## src/rtl/m72_pkg.sv

```systemverilog
// Shared M72 types: sample ROM line cache entry layout and controller states.
package m72_pkg;

   localparam int SAMPLE_LINE_BYTES = 8;
   localparam int SAMPLE_ADDR_W     = 25;
   localparam int SAMPLE_TAG_W      = SAMPLE_ADDR_W - 3;

   typedef struct packed {
      logic [SAMPLE_TAG_W-1:0] tag;
      logic [63:0]             data;
      logic                    valid;
   } sample_line_t;

   typedef enum logic [1:0] {SYNC, IDLE, DEMAND, PREF} sample_cache_state_t;

   // Little-endian byte k of a 64-bit line.
   function automatic logic [7:0] sample_byte(input logic [63:0] d, input logic [2:0] k);
      return d[8*k +: 8];
   endfunction

endpackage

```

## src/rtl/sample_rom_line_cache_select.sv

```systemverilog
// Tag compare and byte mux over the CUR and NXT sample lines (CUR wins if both hit).
module sample_line_select
   import m72_pkg::*;
#(
   parameter int TAG_W = SAMPLE_TAG_W
) (
   input  logic [TAG_W-1:0] tag_i,
   input  logic [2:0]       off_i,
   input  sample_line_t     cur_i,
   input  sample_line_t     nxt_i,
   output logic             hit_cur_o,
   output logic             hit_nxt_o,
   output logic [7:0]       byte_o
);

   assign hit_cur_o = cur_i.valid && (SAMPLE_TAG_W'(tag_i) == cur_i.tag);
   assign hit_nxt_o = nxt_i.valid && (SAMPLE_TAG_W'(tag_i) == nxt_i.tag);
   assign byte_o    = sample_byte(hit_cur_o ? cur_i.data : nxt_i.data, off_i);

endmodule

```

## src/rtl/sample_rom_line_cache.sv

```systemverilog
// Byte reads from the M72 sample player turned into 8-byte SDRAM line fetches,
// with a current line and one sequential prefetch line.
module sample_rom_line_cache
   import m72_pkg::*;
#(
   parameter int ADDR_W      = 25,
   parameter int SYNC_CYCLES = 16
) (
   input  logic              clk_sys,
   input  logic              reset,
   input  logic              flush,
   input  logic              rd_req,
   input  logic [ADDR_W-1:0] rd_addr,
   output logic [7:0]        rd_data,
   output logic              rd_valid,
   output logic              busy,
   output logic [ADDR_W-2:0] sdr_addr,
   output logic              sdr_req,
   input  logic              sdr_ack,
   input  logic [63:0]       sdr_q
);

   localparam int TAG_W = ADDR_W - 3;
   localparam int CNT_W = $clog2(SYNC_CYCLES + 1);

   sample_cache_state_t state_q, state_d;
   sample_line_t        cur_q, cur_d, nxt_q, nxt_d;
   logic [CNT_W-1:0]    cnt_q, cnt_d;
   logic                sdr_req_q, sdr_req_d;
   logic [ADDR_W-2:0]   sdr_addr_q, sdr_addr_d;
   logic [7:0]          rd_data_q, rd_data_d;
   logic                rd_valid_q, rd_valid_d;
   logic                busy_q, busy_d;
   logic                pend_q, pend_d;
   logic [ADDR_W-1:0]   pend_addr_q, pend_addr_d;
   logic [2:0]          off_q, off_d;
   logic                drop_q, drop_d;

   logic              act_vld;
   logic [ADDR_W-1:0] act_addr;
   logic              hit_cur, hit_nxt;
   logic [7:0]        hit_byte;
   logic              ack_match;
   logic [TAG_W-1:0]  pf_tag, fetch_tag;

   // A fresh rd_req supersedes any pending one.
   assign act_vld   = rd_req | pend_q;
   assign act_addr  = rd_req ? rd_addr : pend_addr_q;
   assign ack_match = (sdr_ack == sdr_req_q);
   assign pf_tag    = TAG_W'(cur_q.tag) + TAG_W'(1);
   assign fetch_tag = sdr_addr_q[ADDR_W-2:2];

   sample_line_select #(.TAG_W(TAG_W)) u_sel (
      .tag_i    (act_addr[ADDR_W-1:3]),
      .off_i    (act_addr[2:0]),
      .cur_i    (cur_q),
      .nxt_i    (nxt_q),
      .hit_cur_o(hit_cur),
      .hit_nxt_o(hit_nxt),
      .byte_o   (hit_byte)
   );

   always_comb begin
      state_d     = state_q;
      cur_d       = cur_q;
      nxt_d       = nxt_q;
      cnt_d       = cnt_q;
      sdr_req_d   = sdr_req_q;
      sdr_addr_d  = sdr_addr_q;
      rd_data_d   = rd_data_q;
      rd_valid_d  = 1'b0;
      busy_d      = busy_q;
      pend_d      = pend_q;
      pend_addr_d = pend_addr_q;
      off_d       = off_q;
      drop_d      = drop_q;

      case (state_q)
         SYNC: begin
            if (cnt_q >= CNT_W'(SYNC_CYCLES - 1)) begin
               sdr_req_d = sdr_ack;
               state_d   = IDLE;
            end else begin
               cnt_d = cnt_q + CNT_W'(1);
            end
         end

         IDLE: begin
            if (flush) begin
               state_d = IDLE;
            end else if (act_vld) begin
               pend_d = 1'b0;
               if (hit_cur || hit_nxt) begin
                  rd_data_d  = hit_byte;
                  rd_valid_d = 1'b1;
                  if (!hit_cur) begin
                     cur_d       = nxt_q;
                     nxt_d.valid = 1'b0;
                  end
               end else begin
                  sdr_addr_d = {act_addr[ADDR_W-1:3], 2'b00};
                  sdr_req_d  = ~sdr_req_q;
                  off_d      = act_addr[2:0];
                  drop_d     = 1'b0;
                  busy_d     = 1'b1;
                  state_d    = DEMAND;
               end
            end else if (cur_q.valid && !nxt_q.valid) begin
               sdr_addr_d = {pf_tag, 2'b00};
               sdr_req_d  = ~sdr_req_q;
               drop_d     = 1'b0;
               state_d    = PREF;
            end
         end

         DEMAND, PREF: begin
            if (rd_req && !flush) begin
               pend_d      = 1'b1;
               pend_addr_d = rd_addr;
            end
            if (ack_match) begin
               state_d = IDLE;
               if (state_q == DEMAND) begin
                  busy_d = 1'b0;
                  if (!(drop_q || flush)) begin
                     cur_d       = '{tag: SAMPLE_TAG_W'(fetch_tag), data: sdr_q, valid: 1'b1};
                     nxt_d.valid = 1'b0;
                     rd_data_d   = sample_byte(sdr_q, off_q);
                     rd_valid_d  = 1'b1;
                  end
               end else if (!(drop_q || flush)) begin
                  nxt_d = '{tag: SAMPLE_TAG_W'(fetch_tag), data: sdr_q, valid: 1'b1};
               end
            end
         end

         default: state_d = SYNC;
      endcase

      // Flush overrides everything above; an in-flight fetch still waits for its ack.
      if (flush) begin
         cur_d.valid = 1'b0;
         nxt_d.valid = 1'b0;
         pend_d      = 1'b0;
         if (state_q == DEMAND || state_q == PREF) drop_d = 1'b1;
      end
   end

   always_ff @(posedge clk_sys or posedge reset) begin
      if (reset) begin
         state_q     <= SYNC;
         cur_q       <= '0;
         nxt_q       <= '0;
         cnt_q       <= '0;
         sdr_req_q   <= 1'b0;
         sdr_addr_q  <= '0;
         rd_data_q   <= '0;
         rd_valid_q  <= 1'b0;
         busy_q      <= 1'b0;
         pend_q      <= 1'b0;
         pend_addr_q <= '0;
         off_q       <= '0;
         drop_q      <= 1'b0;
      end else begin
         state_q     <= state_d;
         cur_q       <= cur_d;
         nxt_q       <= nxt_d;
         cnt_q       <= cnt_d;
         sdr_req_q   <= sdr_req_d;
         sdr_addr_q  <= sdr_addr_d;
         rd_data_q   <= rd_data_d;
         rd_valid_q  <= rd_valid_d;
         busy_q      <= busy_d;
         pend_q      <= pend_d;
         pend_addr_q <= pend_addr_d;
         off_q       <= off_d;
         drop_q      <= drop_d;
      end
   end

   assign rd_data  = rd_data_q;
   assign rd_valid = rd_valid_q;
   assign busy     = busy_q;
   assign sdr_addr = sdr_addr_q;
   assign sdr_req  = sdr_req_q;

endmodule

```

## config.mk

```make
export PLATFORM = sky130hd
export DESIGN_NAME = sample_rom_line_cache
export DESIGN_NICKNAME = d
export VERILOG_FILES = /design/src/rtl/m72_pkg.sv /design/src/rtl/sample_rom_line_cache_select.sv /design/src/rtl/sample_rom_line_cache.sv
export SDC_FILE = /design/constraint.sdc
export NUM_CORES = 1
export LEC_CHECK = 0
export BUFFER_PORTS_ARGS = -buffer_cell sky130_fd_sc_hd__buf_2
export CAP_MARGIN = 0
export CELL_PAD_IN_SITES_DETAIL_PLACEMENT = 1
export CELL_PAD_IN_SITES_GLOBAL_PLACEMENT = 2
export CORE_ASPECT_RATIO = 1.25
export CORE_UTILIZATION = 36
export CTS_BUF_LIST = sky130_fd_sc_hd__clkbuf_4 sky130_fd_sc_hd__clkbuf_8 sky130_fd_sc_hd__clkbuf_16
export DETAILED_ROUTE_END_ITERATION = 7
export GPL_TIMING_DRIVEN = 0
export PLACE_DENSITY_LB_ADDON = 0.12
export SLEW_MARGIN = 10
export SYNTH_ARGS = -nofsm -noshare
export SYNTH_HDL_FRONTEND = slang
export SYNTH_SLANG_ARGS = --single-unit
```

## constraint.sdc

```tcl
create_clock -name clk_sys -period 8.43 [get_ports clk_sys]
set_input_delay 1.686 -clock clk_sys [delete_from_list [all_inputs] [get_ports clk_sys]]
set_output_delay 1.686 -clock clk_sys [all_outputs]
set_load 0.01 [all_outputs]
```

==> results of run 1 <==
==> state kept, by name, summed over array words and instances, names as in the netlist <==
| signal | count |
|---|---|
| busy | 1 |
| cnt_q | 5 |
| cur_q | 87 |
| drop_q | 1 |
| nxt_q | 87 |
| off_q | 3 |
| pend_addr_q | 25 |
| pend_q | 1 |
| rd_data | 8 |
| rd_valid | 1 |
| sdr_addr | 22 |
| sdr_req | 1 |
| state_q | 2 |
==> synthesized netlist by cell type, types with 2 or more instances <==
cell	instances
mux2i_1	97
ha_1	3
clkbuf_1	53
buf_6	6
a21oi_1	102
mux2i_2	5
mux2_2	167
a21o_1	4
and2_1	2
o21ai_0	13
or3b_2	2
and3_1	2
nor2b_1	2
nor4_1	14
nand4_1	10
nand3_1	9
a221o_1	2
buf_2	6
buf_1	12
nor3b_1	67
a41oi_1	8
dfrtp_1	244
inv_1	72
a31oi_1	6
buf_4	5
mux4_2	35
and4_1	2
nand2_1	54
xor2_1	18
or2_2	3
nor3_1	11
nand3b_1	5
a22oi_1	19
a22o_1	20
nand2b_1	3
buf_12	4
xnor2_1	47
nor2_1	46
==> logic make-up (layout without fill, tap and decap cells) <==
family / Yosys count / after routing
flip-flops: 244 / 244
AO/OA/AOI/OAI: 181 / 181
buffers and inverters: 159 / 339
AND/OR/NAND/NOR: 235 / 235
multiplexers: 304 / 304
XOR/XNOR: 65 / 65
adder cells (fa/ha/maj): 3 / 3
other: 1 / 2
==> where the power goes <==
group | internal (W) | total (W) | switching (W)
logic | 0.00103 | 0.00222 | 0.00119
registers | 0.00170 | 0.00211 | 0.000415
clock network | 0.000836 | 0.00137 | 0.000531
total | 0.00357 | 0.00570 | 0.00213
==> worst reg2reg max path, stage by stage, from the launching register on <==
cell and delay, ps:
dfrtp_1 490, xnor2_1 290, nand2_1 130, or2_2 340, nor3b_1 850, clkbuf_1 570, clkbuf_1 780, mux2_2 410
==> metrics by stage <==
stage	hold WS (ps)	util	setup TNS (ps)
4_1_cts	504	0.428	0
3_5_place_dp	489	0.400	0
5_1_grt	525	0.428	0
2_1_floorplan	451	-	0
6_report	502	0.428	0
3_3_place_gp	471	0.398	-898220
==> final cells by class <==
type / count / area (um^2)
Sequential cell: 244 / 6110
Timing Repair Buffer: 127 / 687
Clock buffer: 45 / 921
Inverter: 72 / 278
Buffer: 87 / 474
Clock inverter: 8 / 115
Multi-Input combinational cell: 790 / 6770
Fill cell: 4046 / 21300
Tap cell: 486 / 608
==> final timing paths <==
check	start	end	slack, ps	cells after the start
worst max-delay path	rd_req	rd_data[2]	3700	11
worst min-delay path	cnt_q[4]	cnt_q[4]	500	2
worst max register to register	sdr_req	nxt_q[64]	4450	7
worst min register to register	cnt_q[4]	cnt_q[4]	500	2
max in group asynchronous	reset	cur_q[60]	6350	3
min in group asynchronous	reset	pend_addr_q[7]	1190	2
==> layer usage <==
layer	part of all wire	wire length, um	GRT usage
met5	0	0	0
met4	0.047	2240	0.117
met3	0.033	1610	0.0288
met2	0.51	24600	0.460
met1	0.41	19600	0.308
==> results.json, run 1 <==
{
  "grt_pass1_wl_um": 72900,
  "fp.dieW_um": 176,
  "grt_overflow": 0,
  "drv_slew": 0,
  "critPathRequiredTime_ps": 8830,
  "avgSynthCellArea_um2": 11.4,
  "power.total_w": 0.00570,
  "layout_common_cells": "244 x dfrtp_1, 167 x mux2_2, 130 x buf_2",
  "synth_cell_type_count": 50,
  "dp_hpwl_um": 34800,
  "die_area_um2": 38600,
  "synthSimpleGateAreaFrac": 0.0957,
  "fmax_ghz": 0.211,
  "post-route-drc-count": 0,
  "synth-edff-count": 0,
  "yosysWarnings": 0,
  "clockRootBuffer": "clkbuf_16",
  "timing.critical_path.buf_inv": 3,
  "synth_compound_area_frac": 0.0832,
  "worst_pin_slew_ps": 1200,
  "die_y_um": 219,
  "drv_cap": 0,
  "synth_area_leaders": "dfrtp_1 45%, mux2_2 14%, mux2i_1 7.1%, mux4_2 5.8%, a21oi_1 3.8%",
  "dp_cells": 1806,
  "cts_resized": 0,
  "antenna_found_initial": 0,
  "synth_area_um2": 13600,
  "worst_slack_ps": 3700,
  "slew_headroom": 0.198,
  "critPathMaxStageDelay_ps": 510,
  "criticalPathCategory": "input pin to register",
  "period_needed_ps": 4730,
  "ys_seq_area_frac": 0.449,
  "cts_max_path_buffers": 3,
  "drive_above_1_share": 0.307,
  "synth-main-ff-cell": "dfrtp_1",
  "crit_fanout": 10,
  "place_congestion": 0.902,
  "yosysTopAreaCell": "dfrtp_1",
  "clk_latency_ps": 570,
  "final_cells": 1859,
  "drt-wirelength-per-cell_um": 25.8,
  "crit_slowest_cell": "nor2_1",
  "fin_crit_sh": 0.561,
  "synth_xor_area_frac": 0.0419,
  "synth_top_area_share": 0.449,
  "worstPathCellList": "buf_6 > buf_6 > mux2i_1 > xnor2_1 > nor4_1 > nand4_1 > nor2_1 > buf_2 > mux4_2 > a22oi_1 > a41oi_1",
  "crit_arrival_ps": 5130,
  "ir_worst_vdd_mv": 0.135,
  "clock_skew_ps": 12.1,
  "postCtsSetupBuffers": 0,
  "synthAdderAreaFrac": 0.00276,
  "numCtsBuffers": 29,
  "synth_top_family_by_area": "multiplexers",
  "grt_pass1_vias": 11200,
  "async_reset_ff_frac": 1.00,
  "portBuffers": 124,
  "grt_max_degree": 87,
  "path_common_cell": "buf_6",
  "rsz0062_at_grt": "false",
  "crit_path_start_kind": "input pin",
  "cts.sinks": 244,
  "diodes": 0,
  "clkTransAtPathRegs_ps": 60,
  "placed_area_um2": 14900,
  "start_util": 0.365,
  "ys_ff_latch": 244,
  "syn_inst": 1192,
  "layout_commonest_cell": "dfrtp_1",
  "status": "complete, no violations",
  "final_antenna_net_count": 0,
  "row_count": 79,
  "vias_per_cell": 5.49,
  "power.density_nw_per_um2": 357,
  "tritoncts": "done",
  "fin_area_um2": 16000,
  "path_delay_family": "simple AND/OR/NAND/NOR gates",
  "drt_iter0_drc": 550,
  "cp-end-kind": "register",
  "nNetsFinal": 1448,
  "h-tree-depth": 1,
  "fp.coreArea_um2": 37300,
  "first_pass_iters": 5,
  "syn_to_final_growth_pct": 17.3,
  "ctsHoldBuffers": 0,
  "min_path_type": "register to register",
  "wirelength_um": 48100,
  "grt_usage": 0.257,
  "pre_cts_ws_ps": 2990,
  "report.final.hold_viol_count": 0,
  "setup_viol": 0,
  "synthMuxAreaShare": 0.273,
  "pin_count": 129,
  "vias": 10200,
  "p_leak_nw": 6.83
}
Power figures use the tool's default switching activity.
==> inputs of run 2 (changes only) <==
==> constraint.sdc (replaced) <==
create_clock -name clk_sys -period 4.1 [get_ports clk_sys]
set_input_delay 0.82 -clock clk_sys [delete_from_list [all_inputs] [get_ports clk_sys]]
set_output_delay 0.82 -clock clk_sys [all_outputs]
set_load 0.01 [all_outputs]
==> results.json, run 2 (synthesized netlist as in run 1, its figures left out) <==
{
  "first_pass_iters": 5,
  "worst_slack_ps": 226,
  "tritoncts": "done",
  "antenna_found_initial": 0,
  "row_count": 79,
  "nNetsFinal": 1453,
  "reg.largest.list": "cur_q (87), nxt_q (87), pend_addr_q (25)",
  "status": "complete, no violations",
  "worst_pin_slew_ps": 1220,
  "grt_pass1_wl_um": 73000,
  "die_y_um": 219,
  "drt_iter0_drc": 432,
  "crit_path_start_kind": "input pin",
  "critPathMaxStageDelay_ps": 620,
  "fp.dieW_um": 176,
  "drt-wirelength-per-cell_um": 25.9,
  "crit_slowest_cell": "or4_4",
  "grt_pass1_vias": 11000,
  "p_leak_nw": 6.84,
  "r2r_slack_ps": 320,
  "pre_cts_ws_ps": -438,
  "report.final.hold_viol_count": 0,
  "die_area_um2": 38600,
  "h-tree-depth": 1,
  "ctsHoldBuffers": 0,
  "portBuffers": 124,
  "crit_arrival_ps": 4320,
  "post-route-drc-count": 0,
  "min_path_type": "input pin to asynchronous set/reset pin",
  "final_antenna_net_count": 0,
  "startpoint": "rd_req",
  "placed_area_um2": 15000,
  "critPathCapture": "sdr_addr[21]",
  "fp.coreArea_um2": 37300,
  "start_util": 0.365,
  "drv_cap": 0,
  "slew_headroom": 0.189,
  "reg2reg_to": "sdr_addr[21]",
  "reg2reg_from": "pend_addr_q[22]",
  "dp_hpwl_um": 35300,
  "vias_per_cell": 5.50,
  "fin_crit_sh": 0.945,
  "syn_to_final_growth_pct": 17.6,
  "place_congestion": 0.870,
  "clockRootBuffer": "clkbuf_16",
  "fin_area_um2": 16000,
  "postCtsSetupBuffers": 0,
  "numCtsBuffers": 29,
  "cp-end-kind": "register",
  "rsz0062_at_grt": "false",
  "layout_common_cells": "244 x dfrtp_1, 167 x mux2_2, 130 x buf_2",
  "fmax_ghz": 0.258,
  "tns_ps": 0,
  "worstPathCellList": "buf_6 > mux2i_1 > xor2_1 > nand4_1 > or4_4 > o2bb2ai_4 > o21ai_0 > nand3b_1 > buf_2 > mux2_2",
  "clkTransAtPathRegs_ps": 60,
  "drv_slew": 0,
  "clk_latency_ps": 570,
  "fillers": 4082,
  "setup_viol": 0,
  "pin_count": 129,
  "criticalPathCategory": "input pin to register",
  "power.density_nw_per_um2": 728,
  "cts.sinks": 244,
  "cp.depth": 10,
  "grt_usage": 0.258,
  "cts_resized": 0,
  "timing.critical_path.buf_inv": 2,
  "crit_fanout": 10,
  "path_delay_family": "simple AND/OR/NAND/NOR gates",
  "grt_max_degree": 37,
  "ir_worst_vdd_mv": 0.347,
  "cts_max_path_buffers": 3,
  "layout_commonest_cell": "dfrtp_1",
  "clock_skew_ps": 8.81,
  "whs_ps": 329,
  "grt_overflow": 0,
  "period_needed_ps": 3870,
  "critPathRequiredTime_ps": 4550,
  "ff2ff_path_depth": 9,
  "wirelength_um": 48300,
  "drive_above_1_share": 0.310,
  "vias": 10300
}
[run 2: stage by stage]
stage	std cells	utilization	total power, W
2_1_floorplan	1193	-	0.00722
3_3_place_gp	1803	0.398	0.00882
3_5_place_dp	1811	0.403	0.00899
4_1_cts	1863	0.429	0.0118
5_1_grt	1863	0.429	0.0123
6_report	1864	0.429	0.0117
[run 2: how the worst min path moves through the flow]
stage / end / cells past startpoint
finish: sdr_addr[16] / 2
global route: sdr_addr[19] / 2
CTS: sdr_addr[21] / 2
detailed placement: cnt_q[3] / 1
global placement: cnt_q[4] / 2
floorplan: cnt_q[3] / 1
[run 2: layer usage]
layer / share of wire / global-route usage / up-vias / routed length, um
met1: 0.41 / 0.315 / 5355 / 19600
li1: - / - / 4608 / -
met2: 0.53 / 0.474 / 225 / 25600
met3: 0.035 / 0.0244 / 71 / 1670
met5: 0 / 0 / - / 0
met4: 0.030 / 0.0841 / 0 / 1460
[run 2: area by class of cell]
type / instances / area (um^2) / share of cell area
inverters: 72 / 274 / 0.0171
repair buffers: 132 / 772 / 0.0482
well taps: 486 / 608 / 0.0380
clock inverters: 11 / 130 / 0.00813
diodes: 1 / 2.50 / 0.000156
clock buffers: 41 / 860 / 0.0537
plain buffers: 87 / 474 / 0.0296
flip-flops and latches: 244 / 6110 / 0.382
multi-input cells: 790 / 6780 / 0.423
[run 2: power by group]
part	internal, W	total, W	switching [W]	leakage, nW
Sequential	0.00349	0.00433	0.000841	2.86
Combinational	0.00213	0.00459	0.00246	3.48
Clock	0.00164	0.00273	0.00110	0.504
==> inputs of run 3 (changes only) <==
--- a/config.mk
+++ b/config.mk
@@ -14,7 +14,7 @@
 export CTS_BUF_LIST = sky130_fd_sc_hd__clkbuf_4 sky130_fd_sc_hd__clkbuf_8 sky130_fd_sc_hd__clkbuf_16
 export DETAILED_ROUTE_END_ITERATION = 7
 export GPL_TIMING_DRIVEN = 0
-export PLACE_DENSITY_LB_ADDON = 0.12
+export PLACE_DENSITY = 0.79
 export SLEW_MARGIN = 10
 export SYNTH_ARGS = -nofsm -noshare
 export SYNTH_HDL_FRONTEND = slang
==> results.json, run 3 (synthesized netlist as in run 1, its figures left out) <==
{
  "status": "complete, no violations",
  "cts_max_path_buffers": 3,
  "criticalPathCategory": "input pin to register",
  "worst_pin_slew_ps": 1340,
  "fmax_ghz": 0.258,
  "power.density_nw_per_um2": 714,
  "period_needed_ps": 3870,
  "p_seq_frac": 0.384,
  "cp-end-kind": "register",
  "antenna_found_initial": 0,
  "post-route-drc-count": 0,
  "postLayoutCoreUtil": 0.425,
  "whs_ps": 340,
  "grt_overflow": 0,
  "die_area_um2": 38600,
  "seqCellArea_um2": 6110,
  "drt_iter0_drc": 558,
  "p_leak_nw": 6.77,
  "clkTransAtPathRegs_ps": 60,
  "netSwitchingPower_w": 0.00431,
  "cts.sinks": 244,
  "fillers": 4123,
  "fp.coreArea_um2": 37300,
  "intPower_w": 0.00701,
  "tritoncts": "done",
  "vias_per_cell": 5.61,
  "syn_to_final_growth_pct": 16.5,
  "slew_headroom": 0.103,
  "multi_input_area_um2": 6760,
  "grt_pass1_vias": 11300,
  "p_comb_frac": 0.405,
  "placed_area_um2": 15000,
  "drv_slew": 0,
  "clock_skew_ps": 16.6,
  "grt_pass1_wl_um": 71200,
  "grt_usage": 0.251,
  "cts_resized": 0,
  "pin_count": 129,
  "drive_above_1_share": 0.305,
  "crit_arrival_ps": 4250,
  "row_count": 79,
  "switching_share": 0.381,
  "crit_path_start_kind": "input pin",
  "fp.dieW_um": 176,
  "first_pass_iters": 5,
  "layout_common_cells": "244 x dfrtp_1, 167 x mux2_2, 130 x buf_2",
  "report.final.hold_viol_count": 0,
  "critPathRequiredTime_ps": 4480,
  "p_clk_frac": 0.211,
  "final_antenna_net_count": 0,
  "fin_area_um2": 15900,
  "dp_hpwl_um": 34300,
  "worst_slack_ps": 231,
  "grt_max_degree": 38,
  "h-tree-depth": 1,
  "wirelength_um": 47300,
  "place_congestion": 0.871,
  "pre_cts_ws_ps": -332,
  "ctsHoldBuffers": 0,
  "drv_cap": 0,
  "die_y_um": 219,
  "drt-wirelength-per-cell_um": 25.5,
  "start_util": 0.365,
  "clk_latency_ps": 550,
  "clockRootBuffer": "clkbuf_16",
  "nNetsFinal": 1451,
  "ir_worst_vdd_mv": 0.309,
  "crit_fanout": 10,
  "diodes": 0,
  "reg.largest.list": "cur_q (87), nxt_q (87), pend_addr_q (25)",
  "layout_commonest_cell": "dfrtp_1",
  "setup_viol": 0,
  "numCtsBuffers": 27,
  "min_path_type": "input pin to asynchronous set/reset pin",
  "vias": 10400,
  "postCtsSetupBuffers": 0,
  "rsz0062_at_grt": "false",
  "portBuffers": 124,
  "fin_crit_sh": 0.944
}
[run 3: area by class of cell]
type / instances / area share
Buffer: 87 / 0.0299
Clock inverter: 3 / 0.000947
Multi-Input combinational cell: 790 / 0.427
Inverter: 72 / 0.0173
Sequential cell: 244 / 0.385
Clock buffer: 44 / 0.0530
Timing Repair Buffer: 132 / 0.0487
Tap cell: 486 / 0.0384
[run 3: final timing paths]
check / startpoint / to / slack, ps / cells past startpoint
min in group clk_sys: cnt_q[3] / cnt_q[3] / 500 / 1
worst min register to register: cnt_q[3] / cnt_q[3] / 500 / 1
worst min-delay path: reset / cur_q[73] / 340 / 2
worst max-delay path: rd_req / rd_data[2] / 230 / 11
max in group asynchronous: reset / cur_q[51] / 2640 / 5
worst max register to register: sdr_req / nxt_q[9] / 380 / 7
[run 3: power groups by stage]
stage,logic [W],clock network (W),registers (W)
after floorplan,0.00308,0,0.00413
after global placement,0.00445,0,0.00429
after detailed placement,0.00460,0,0.00435
after CTS,0.00463,0.00244,0.00433
after global routing,0.00493,0.00254,0.00447
final,0.00458,0.00239,0.00435
[run 3: per-layer routing]
layer  GRT usage  vias to the layer above  wire length [um]
li1            -                     4588                 -
met1       0.296                     5444             19000
met2       0.458                      294             24500
met3      0.0324                       94              1960
met4      0.0988                        0              1850
met5           0                        -                 0
[run 3: critical path, stage by stage]
cell and delay [ps]:
buf_6 130, buf_6 240, mux2i_1 410, xnor2_1 210, nor4_1 310, nand4_1 140
nor2_1 520, buf_2 530, mux4_2 410, a22oi_1 350, a41oi_1 170
[run 3: metrics by stage]
stage               std cells  power [W]  TNS, ps
finish                   1858     0.0113        0
global route             1858     0.0119        0
CTS                      1858     0.0114        0
detailed placement       1811    0.00895    -5130
global placement         1803    0.00874  -422510
floorplan                1193    0.00722        0
